## src/rtl/frame_sched_pkg.sv

```systemverilog
// rtl/frame_sched_pkg.sv - shared types and constants for the frame update scheduler
package frame_sched_pkg;

  typedef enum logic [1:0] {
    IDLE  = 2'd0,
    ARB   = 2'd1,
    GRANT = 2'd2
  } sched_state_e;

  localparam int FRAME_CNT_W     = 16;
  localparam int DEFAULT_TIMEOUT = 1024;

endpackage

```

## src/rtl/rr_first_pick.sv

```systemverilog
// rtl/rr_first_pick.sv - combinational rotating first-one finder
// Returns the lowest set mask bit at or above start, wrapping circularly.
module rr_first_pick #(
  parameter int NUM_OBJ = 4,
  localparam int IDX_W = $clog2(NUM_OBJ)
) (
  input  logic [NUM_OBJ-1:0] mask,
  input  logic [IDX_W-1:0]   start,
  output logic [IDX_W-1:0]   idx,
  output logic               vld
);

  // Walk offsets from farthest to nearest so the nearest hit is the last write.
  always_comb begin
    logic [IDX_W:0] pos;
    idx = '0;
    vld = 1'b0;
    pos = '0;
    for (int i = NUM_OBJ - 1; i >= 0; i--) begin
      pos = {1'b0, start} + (IDX_W + 1)'(i);
      if (pos >= (IDX_W + 1)'(NUM_OBJ)) begin
        pos = pos - (IDX_W + 1)'(NUM_OBJ);
      end
      if (mask[pos[IDX_W-1:0]]) begin
        idx = pos[IDX_W-1:0];
        vld = 1'b1;
      end
    end
  end

endmodule

```

## src/rtl/frame_update_scheduler.sv

```systemverilog
// rtl/frame_update_scheduler.sv - sequences object units through their per-frame update
// Optional FRAME_SCHED_ROTATE_EN: rotate which unit is served first each frame.
module frame_update_scheduler
  import frame_sched_pkg::*;
#(
  parameter int NUM_OBJ        = 4,
  parameter int TIMEOUT_CYCLES = DEFAULT_TIMEOUT,
  localparam int IDX_W = $clog2(NUM_OBJ)
) (
  input  logic                   clk,
  input  logic                   reset,
  input  logic                   frame,
  input  logic                   enable,
  input  logic [NUM_OBJ-1:0]     req,
  input  logic [NUM_OBJ-1:0]     done,
  input  logic                   clr_err,
  output logic [NUM_OBJ-1:0]     grant,
  output logic [IDX_W-1:0]       grant_idx,
  output logic                   busy,
  output logic                   seq_done,
  output logic [FRAME_CNT_W-1:0] frame_count,
  output logic                   timeout_err,
  output logic                   overrun_err
);

  localparam int TMR_W = $clog2(TIMEOUT_CYCLES + 1);
  localparam logic [TMR_W-1:0]   TMR_LAST = TMR_W'(TIMEOUT_CYCLES - 1);
  localparam logic [NUM_OBJ-1:0] OH_BASE  = NUM_OBJ'(1);

  sched_state_e           state_q, state_d;
  logic [NUM_OBJ-1:0]     pending_q, pending_d;
  logic [NUM_OBJ-1:0]     grant_q, grant_d;
  logic [IDX_W-1:0]       grant_idx_q, grant_idx_d;
  logic                   busy_q, busy_d;
  logic                   seq_done_q, seq_done_d;
  logic [FRAME_CNT_W-1:0] frame_count_q, frame_count_d;
  logic                   timeout_err_q, timeout_err_d;
  logic                   overrun_err_q, overrun_err_d;
  logic [TMR_W-1:0]       timer_q, timer_d;

  logic [IDX_W-1:0] start_ptr;
  logic [IDX_W-1:0] pick_idx;
  logic             pick_vld;
  logic             cur_done;
  logic             timeout_evt;
  logic             overrun_evt;

  rr_first_pick #(.NUM_OBJ(NUM_OBJ)) u_pick (
    .mask  (pending_q),
    .start (start_ptr),
    .idx   (pick_idx),
    .vld   (pick_vld)
  );

  assign cur_done = done[grant_idx_q];

  always_comb begin
    state_d       = state_q;
    pending_d     = pending_q;
    grant_d       = grant_q;
    grant_idx_d   = grant_idx_q;
    seq_done_d    = 1'b0;
    frame_count_d = frame_count_q;
    timer_d       = timer_q;
    timeout_evt   = 1'b0;
    overrun_evt   = 1'b0;
    case (state_q)
      IDLE: begin
        if (frame && enable) begin
          pending_d     = req;
          frame_count_d = frame_count_q + 1'b1;
          state_d       = ARB;
        end
      end
      ARB: begin
        overrun_evt = frame;
        if (!pick_vld) begin
          seq_done_d = 1'b1;
          state_d    = IDLE;
        end else begin
          grant_d     = OH_BASE << pick_idx;
          grant_idx_d = pick_idx;
          timer_d     = '0;
          state_d     = GRANT;
        end
      end
      GRANT: begin
        overrun_evt = frame;
        // A stuck unit is released as though it had answered done.
        if (cur_done || timer_q == TMR_LAST) begin
          timeout_evt             = !cur_done;
          grant_d                 = '0;
          pending_d[grant_idx_q]  = 1'b0;
          state_d                 = ARB;
        end else begin
          timer_d = timer_q + 1'b1;
        end
      end
      default: state_d = IDLE;
    endcase
    busy_d        = (state_d != IDLE) || seq_done_d;
    timeout_err_d = (timeout_err_q && !clr_err) || timeout_evt;
    overrun_err_d = (overrun_err_q && !clr_err) || overrun_evt;
  end

  always_ff @(posedge clk) begin
    if (reset) begin
      state_q       <= IDLE;
      pending_q     <= '0;
      grant_q       <= '0;
      grant_idx_q   <= '0;
      busy_q        <= 1'b0;
      seq_done_q    <= 1'b0;
      frame_count_q <= '0;
      timeout_err_q <= 1'b0;
      overrun_err_q <= 1'b0;
      timer_q       <= '0;
    end else begin
      state_q       <= state_d;
      pending_q     <= pending_d;
      grant_q       <= grant_d;
      grant_idx_q   <= grant_idx_d;
      busy_q        <= busy_d;
      seq_done_q    <= seq_done_d;
      frame_count_q <= frame_count_d;
      timeout_err_q <= timeout_err_d;
      overrun_err_q <= overrun_err_d;
      timer_q       <= timer_d;
    end
  end

`ifdef FRAME_SCHED_ROTATE_EN
  logic [IDX_W-1:0] start_ptr_q, start_ptr_d;
  logic [IDX_W-1:0] first_idx_q, first_idx_d;
  logic             first_vld_q, first_vld_d;

  // Next frame starts just past whoever went first; an empty sequence leaves it alone.
  always_comb begin
    start_ptr_d = start_ptr_q;
    first_idx_d = first_idx_q;
    first_vld_d = first_vld_q;
    if (state_q == IDLE && frame && enable) begin
      first_vld_d = 1'b0;
    end
    if (state_q == ARB) begin
      if (pick_vld && !first_vld_q) begin
        first_idx_d = pick_idx;
        first_vld_d = 1'b1;
      end else if (!pick_vld && first_vld_q) begin
        start_ptr_d = (first_idx_q == IDX_W'(NUM_OBJ - 1)) ? '0 : first_idx_q + 1'b1;
      end
    end
  end

  always_ff @(posedge clk) begin
    if (reset) begin
      start_ptr_q <= '0;
      first_idx_q <= '0;
      first_vld_q <= 1'b0;
    end else begin
      start_ptr_q <= start_ptr_d;
      first_idx_q <= first_idx_d;
      first_vld_q <= first_vld_d;
    end
  end

  assign start_ptr = start_ptr_q;
`else
  assign start_ptr = '0;
`endif

  assign grant       = grant_q;
  assign grant_idx   = grant_idx_q;
  assign busy        = busy_q;
  assign seq_done    = seq_done_q;
  assign frame_count = frame_count_q;
  assign timeout_err = timeout_err_q;
  assign overrun_err = overrun_err_q;

endmodule
```

## config.mk

```make
export PLATFORM = sky130hd
export DESIGN_NAME = frame_update_scheduler
export DESIGN_NICKNAME = d
export VERILOG_FILES = /design/src/rtl/frame_sched_pkg.sv /design/src/rtl/rr_first_pick.sv /design/src/rtl/frame_update_scheduler.sv
export SDC_FILE = /design/constraint.sdc
export NUM_CORES = 1
export LEC_CHECK = 0
export BUFFER_PORTS_ARGS = -buffer_cell sky130_fd_sc_hd__buf_2
export CAP_MARGIN = 0
export CORE_MARGIN = 2
export CORE_UTILIZATION = 42
export CTS_BUF_LIST = sky130_fd_sc_hd__clkbuf_16
export DETAILED_ROUTE_END_ITERATION = 8
export PLACE_DENSITY = 0.74
export SKIP_LAST_GASP = 1
export SYNTH_ARGS = -nofsm -noshare
export SYNTH_HDL_FRONTEND = slang
export SYNTH_SLANG_ARGS = --single-unit
```

## constraint.sdc

```tcl
create_clock -name clk -period 2.2 [get_ports clk]
set_input_delay 0.55 -clock clk [delete_from_list [all_inputs] [get_ports clk]]
set_output_delay 0.55 -clock clk [all_outputs]
set_load 0.02 [all_outputs]
```

# After elaboration in Yosys (flattened, before gate mapping)
# Cells that the tools add are included.
# W data, S select, Z words.
[totals]
regBits = 43
output_inout_bits = 26
wordCells = 74
[classes]
bitwise = 2
eq_ne = 7
n_addsub = 2
order_cmp = 2
shift = 1
reduce_logical = 20
n_mux = 30
[op_table]
columns = ["op", "count"]
rows = [
  ["$mux W11", 2],
  ["$pmux W11 S2", 1],
  ["$add A16 B1 Y16 const B", 1],
  ["$mux W4", 4],
  ["$pmux W4 S2", 2],
  ["$mux W2", 7],
  ["$add A11 B1 Y11 const B", 1],
  ["$eq A11 B10 Y1 const B", 1],
  ["$mux W1", 11],
  ["$reduce_and A3 Y1", 3],
  ["$ne A2 B2 Y1 const B", 4],
  ["$pmux W2 S3", 1],
  ["$reduce_bool A2 Y1", 3],
  ["$and A4 B4 Y4", 1],
  ["$logic_and A1 B1 Y1", 4],
  ["$logic_or A1 B1 Y1", 4],
  ["$not A4 Y4", 1],
  ["$reduce_and A2 Y1", 2],
  ["$shl A1 B2 Y4 const A", 1],
  ["$lt A2 B3 Y1 const B", 1],
  ["$bmux W1 S2", 1],
  ["$demux W1 S2", 1],
  ["$eq A2 B1 Y1 const B", 1],
  ["$eq A2 B2 Y1 const B", 1],
  ["other kinds (4)", 5],
]

# Longest topological paths before layout
[depth]
depth_word = 8
ltp_mapped = 10

# Hierarchy
# From an unflattened synthesis, not the netlist that was laid out.
[unflattened]
cells_unflattened = 241
hier_area_um2 = 2107.0
[by_module_without_submodules]
columns = ["mod", "n_inst", "cells_per_inst", "area_per_inst_um2"]
rows = [
  ["frame_update_scheduler", 1, 228, 2029.4],
  ["rr_first_pick", 1, 13, 77.6],
]

# Least setup slack after synthesis
# Ideal clock, no wire load.
[synth_timing]
kind = "register to register"
from = "register state_q[0]"
to = "register timer_q[5]"
t_arrival_ps = 1905
path_buffers = 3
setup_time_ps = 70
stages_incl_launch_ff = 11
setup_slack_ps = 225
path_cell_list = "dfxtp_1 -> inv_1 -> ha_1 -> buf_2 -> and2_1 -> a22o_2 -> o221ai_2 -> buf_2 -> buf_4 -> o21ai_0 -> a21oi_1"
[synth_via]
elab_chain_cells = 3
word_cells_on_any_way = 7
[synth_rtl]
columns = ["element", "line", "text"]
rows = [
  ["start: declaration", "frame_update_scheduler.sv:30", "sched_state_e state_q, state_d;"],
  ["start signal: assignment", "frame_update_scheduler.sv:119", "state_q <= state_d;"],
  ["$eq A2 B2 Y1 / $eq A2 B1 Y1 (equally long branches)", "frame_update_scheduler.sv:67", "case (state_q)"],
  ["$ne A2 B2 Y1 (no line) / $reduce_bool A2 Y1 (equally long branches)", "--", ""],
  ["$reduce_and A3 Y1 (no line)", "--", ""],
  ["end signal: assignment", "frame_update_scheduler.sv:128", "timer_q <= timer_d;"],
  ["end: declaration", "frame_update_scheduler.sv:39", "logic [TMR_W-1:0] timer_q, timer_d;"],
]
# Parallel ways exist; a longest one is shown, timed or not.
# A chain may end at the register's enable or synchronous reset.

# Final worst setup path
[layout_timing]
from = "register state_q[0]"
to = "register timer_q[9]"
# The elaborated chain is that of the path after synthesis.

==> metrics.cfg <==
[status]
outcome = finished clean

[sta]
worst_slew_pin_slew_ps = 401
slew_headroom_pct = 73.0
fmax_mhz = 485
setup_violations = 0
period_needed_ps = 2060
fin_worst_skew_ps = 3.11
hold_violations = 0
tns_ps = 0
drv_slew = 0
grt_setup_unrepaired = false
fin_crit_sh_pct = 93.6
fin_ws_ps = 140

[floorplanning]
die_w_um = 74.0
io_pins = 39
die_area_sq_um = 5480
die_y_um = 74.0
initial_core_util_pct = 43.6
coreArea_sq_um = 4720
rows = 25

[global_routing]
grt_antenna_before_repair = 0
gr-usage-met1_pct = 22.3
grt_start_max_net_pins = 26
grt.busiest_layer = met2
grt-ovfl-total = 0
grt_pass1_vias = 1736
grt_pass1_wl_um = 7690
grt_use_met3_pct = 6.23
grt_use_total_pct = 18.0
grt_use_met2_pct = 29.9

[yosys]
yosys_warnings = 0
synthFlopType = dfxtp_1
yosysTopAreaCell = dfxtp_1
synth-async-reset-ratio_pct = 0
synth_edf_count = 0
ys_types = 43
ys_top_cells_by_area = dfxtp_1 (42%), a21oi_1 (6.1%), nor2_1 (4.9%)
synth_cells = 243
yosysSeqAreaShare_pct = 41.8
avgSynthCellArea_sq_um = 8.48
synth_top_area_share_pct = 41.8
synthesis.nets = 262
ys_seq_elements = 43
syn-cell-area_sq_um = 2060

[worst_hold_path]
whs_path_depth = 2
hold_class = flip-flop to flip-flop
holdPathEnd = overrun_err
worstHoldStart = overrun_err

[detailed_routing]
avgRoutedWirePerCell_um = 12.9
vias = 1816
vias_per_cell = 5.12
drtIter0Drc = 104
drc = 0
ant_nets = 0
first_pass_iters = 4
wirelength_um = 4590

[critical_path]
reg2reg_to = timer_q[9]
worstPathRequired_ps = 2410
crit_type = flip-flop to flip-flop
cp_top_family = simple AND/OR/NAND/NOR gates
path_cells = inv_1 -> ha_2 -> and2b_1 -> or3_1 -> o221ai_2 -> buf_12 -> or4_1 -> a21oi_1
r2r_cells = 8
startpoint_type = flip-flop
end_kind = flip-flop
cp_max_fo = 21
critPathMaxStageDelay_ps = 460
timing.rr.start = state_q[0]
reg2reg_slack_ps = 140
cp_slowest_cell = or4_1
arrival_ps = 2270
crit_buf_inv = 2

[placement]
detailedPlace.worstSlack_ps = 94.5
gp_congestion = 0.776
hpwl_um = 3340
port_buffers = 38
placed_cell_area_sq_um = 2370

[cts]
cts_resized = 0
cts_root_buf = clkbuf_16
post-cts-setup-buffer-count = 0
clock_latency_ps = 280
cts.clk_slew.worst_paths_ps = 60
clock_path_buffers = 2
cts_max_level = 2
clock_sinks = 43
holdBufCountCts = 0
cts_tree = yes
cts_buffers = 5

[finish]
mostFrequentLayoutCells = dfxtp_1 (43), buf_2 (38), nor2_1 (27)
drive_gt1_share_pct = 22.6
layout_commonest_cell = dfxtp_1
insertedDiodeCount = 0
postLayoutCellArea_sq_um = 2560
final-seq-area_sq_um = 861
multi_input_area_sq_um = 1120
fillers = 449
nNetsFinal = 306
areaGrowthSynthToFinish_pct = 24.5

[power_and_ir_drop]
p_per_area_nw_per_um2 = 763
power.leakage_nw = 1.05
ir_worst_vdd_v = 0.000388

[job]
cap_violations = 0

layer usage:
| metal | part of all wire [%] | wire, um |
|---|---|---|
| met3 | 5.6 | 256 |
| met4 | 0.98 | 45 |
| met1 | 47 | 2150 |
| met2 | 47 | 2140 |
| met5 | 0 | 0 |
cells in the mapped netlist, types with 2 or more instances:
| master | instances |
|---|---|
| dfxtp_1 | 43 |
| nor2_1 | 27 |
| a21oi_1 | 25 |
| nand2_1 | 21 |
| nand3_1 | 12 |
| o21ai_0 | 12 |
| xor2_1 | 10 |
| inv_1 | 9 |
| or3_1 | 9 |
| mux2i_1 | 7 |
| clkbuf_1 | 6 |
| ha_1 | 6 |
| and3_1 | 5 |
| nand4_1 | 4 |
| or4_1 | 4 |
| xnor2_1 | 4 |
| buf_2 | 3 |
| nand2b_1 | 3 |
| nor4_1 | 3 |
| o31ai_1 | 3 |
| or2_2 | 3 |
| nor2b_1 | 2 |
| nor3_1 | 2 |
stage by stage:
stage | cells | hold slack (ps) | total power [W] | utilization (%)
after floorplan | 243 | 449 | 0.000955 | -
after global placement | 347 | 455 | 0.00102 | 50.1
after detailed placement | 347 | 462 | 0.00102 | 50.1
after CTS | 355 | 469 | 0.00197 | 54.2
after global routing | 355 | 495 | 0.00204 | 54.3
final | 355 | 467 | 0.00196 | 54.3
logic make-up after synthesis:
| logic type | after synthesis | share of synthesized area [%] |
|---|---|---|
| XOR/XNOR | 14 | 5.95 |
| AND/OR/NAND/NOR | 103 | 25.7 |
| multiplexers | 7 | 3.40 |
| buffers and inverters | 19 | 3.83 |
| adder cells (fa/ha/maj) | 6 | 3.65 |
| AO/OA/AOI/OAI | 51 | 15.7 |
| flip-flops | 43 | 41.8 |
cell type report:
class | instances | share of cell area [%]
sequential | 43 | 33.6
clock buffer | 5 | 4.88
inverter | 9 | 1.32
clock inverter | 3 | 2.64
tap | 67 | 3.27
timing repair buffer | 47 | 10.5
multi-input combinational | 181 | 43.8
worst max path at each step:
| stage | startpoint | end | slack (ps) | cells after the start |
|---|---|---|---|---|
| 2_1_floorplan | state_q[0] | timer_q[5] | 230 | 10 |
| 3_3_place_gp | done[3] | timer_q[9] | 150 | 7 |
| 3_5_place_dp | done[3] | timer_q[9] | 90 | 7 |
| 4_1_cts | state_q[0] | timer_q[9] | 90 | 8 |
| 5_1_grt | state_q[0] | timer_q[9] | 60 | 8 |
| 6_report | state_q[0] | timer_q[9] | 140 | 8 |
sequential cells by signal, summed over array words and instances (netlist names), 2 cells and up:
signal / flops
pending_q: 4
frame_count: 16
timer_q: 11
grant: 4
state_q: 2
grant_idx: 2
where the power goes:
part / switching, W / internal [W]
clock network: 0.000300 / 0.000650
registers: 0.0000155 / 0.000798
logic: 0.000112 / 0.0000809
total: 0.000428 / 0.00153
worst reg2reg max path: cells and delay by family (launching register included):
family          cells  cell delay, ps
flops               1             380
simple gates        3             860
buf+inv             2             250
fa+ha+maj           1             230
compound gates      2             280
Note: power is estimated with default switching activity, not from simulation.
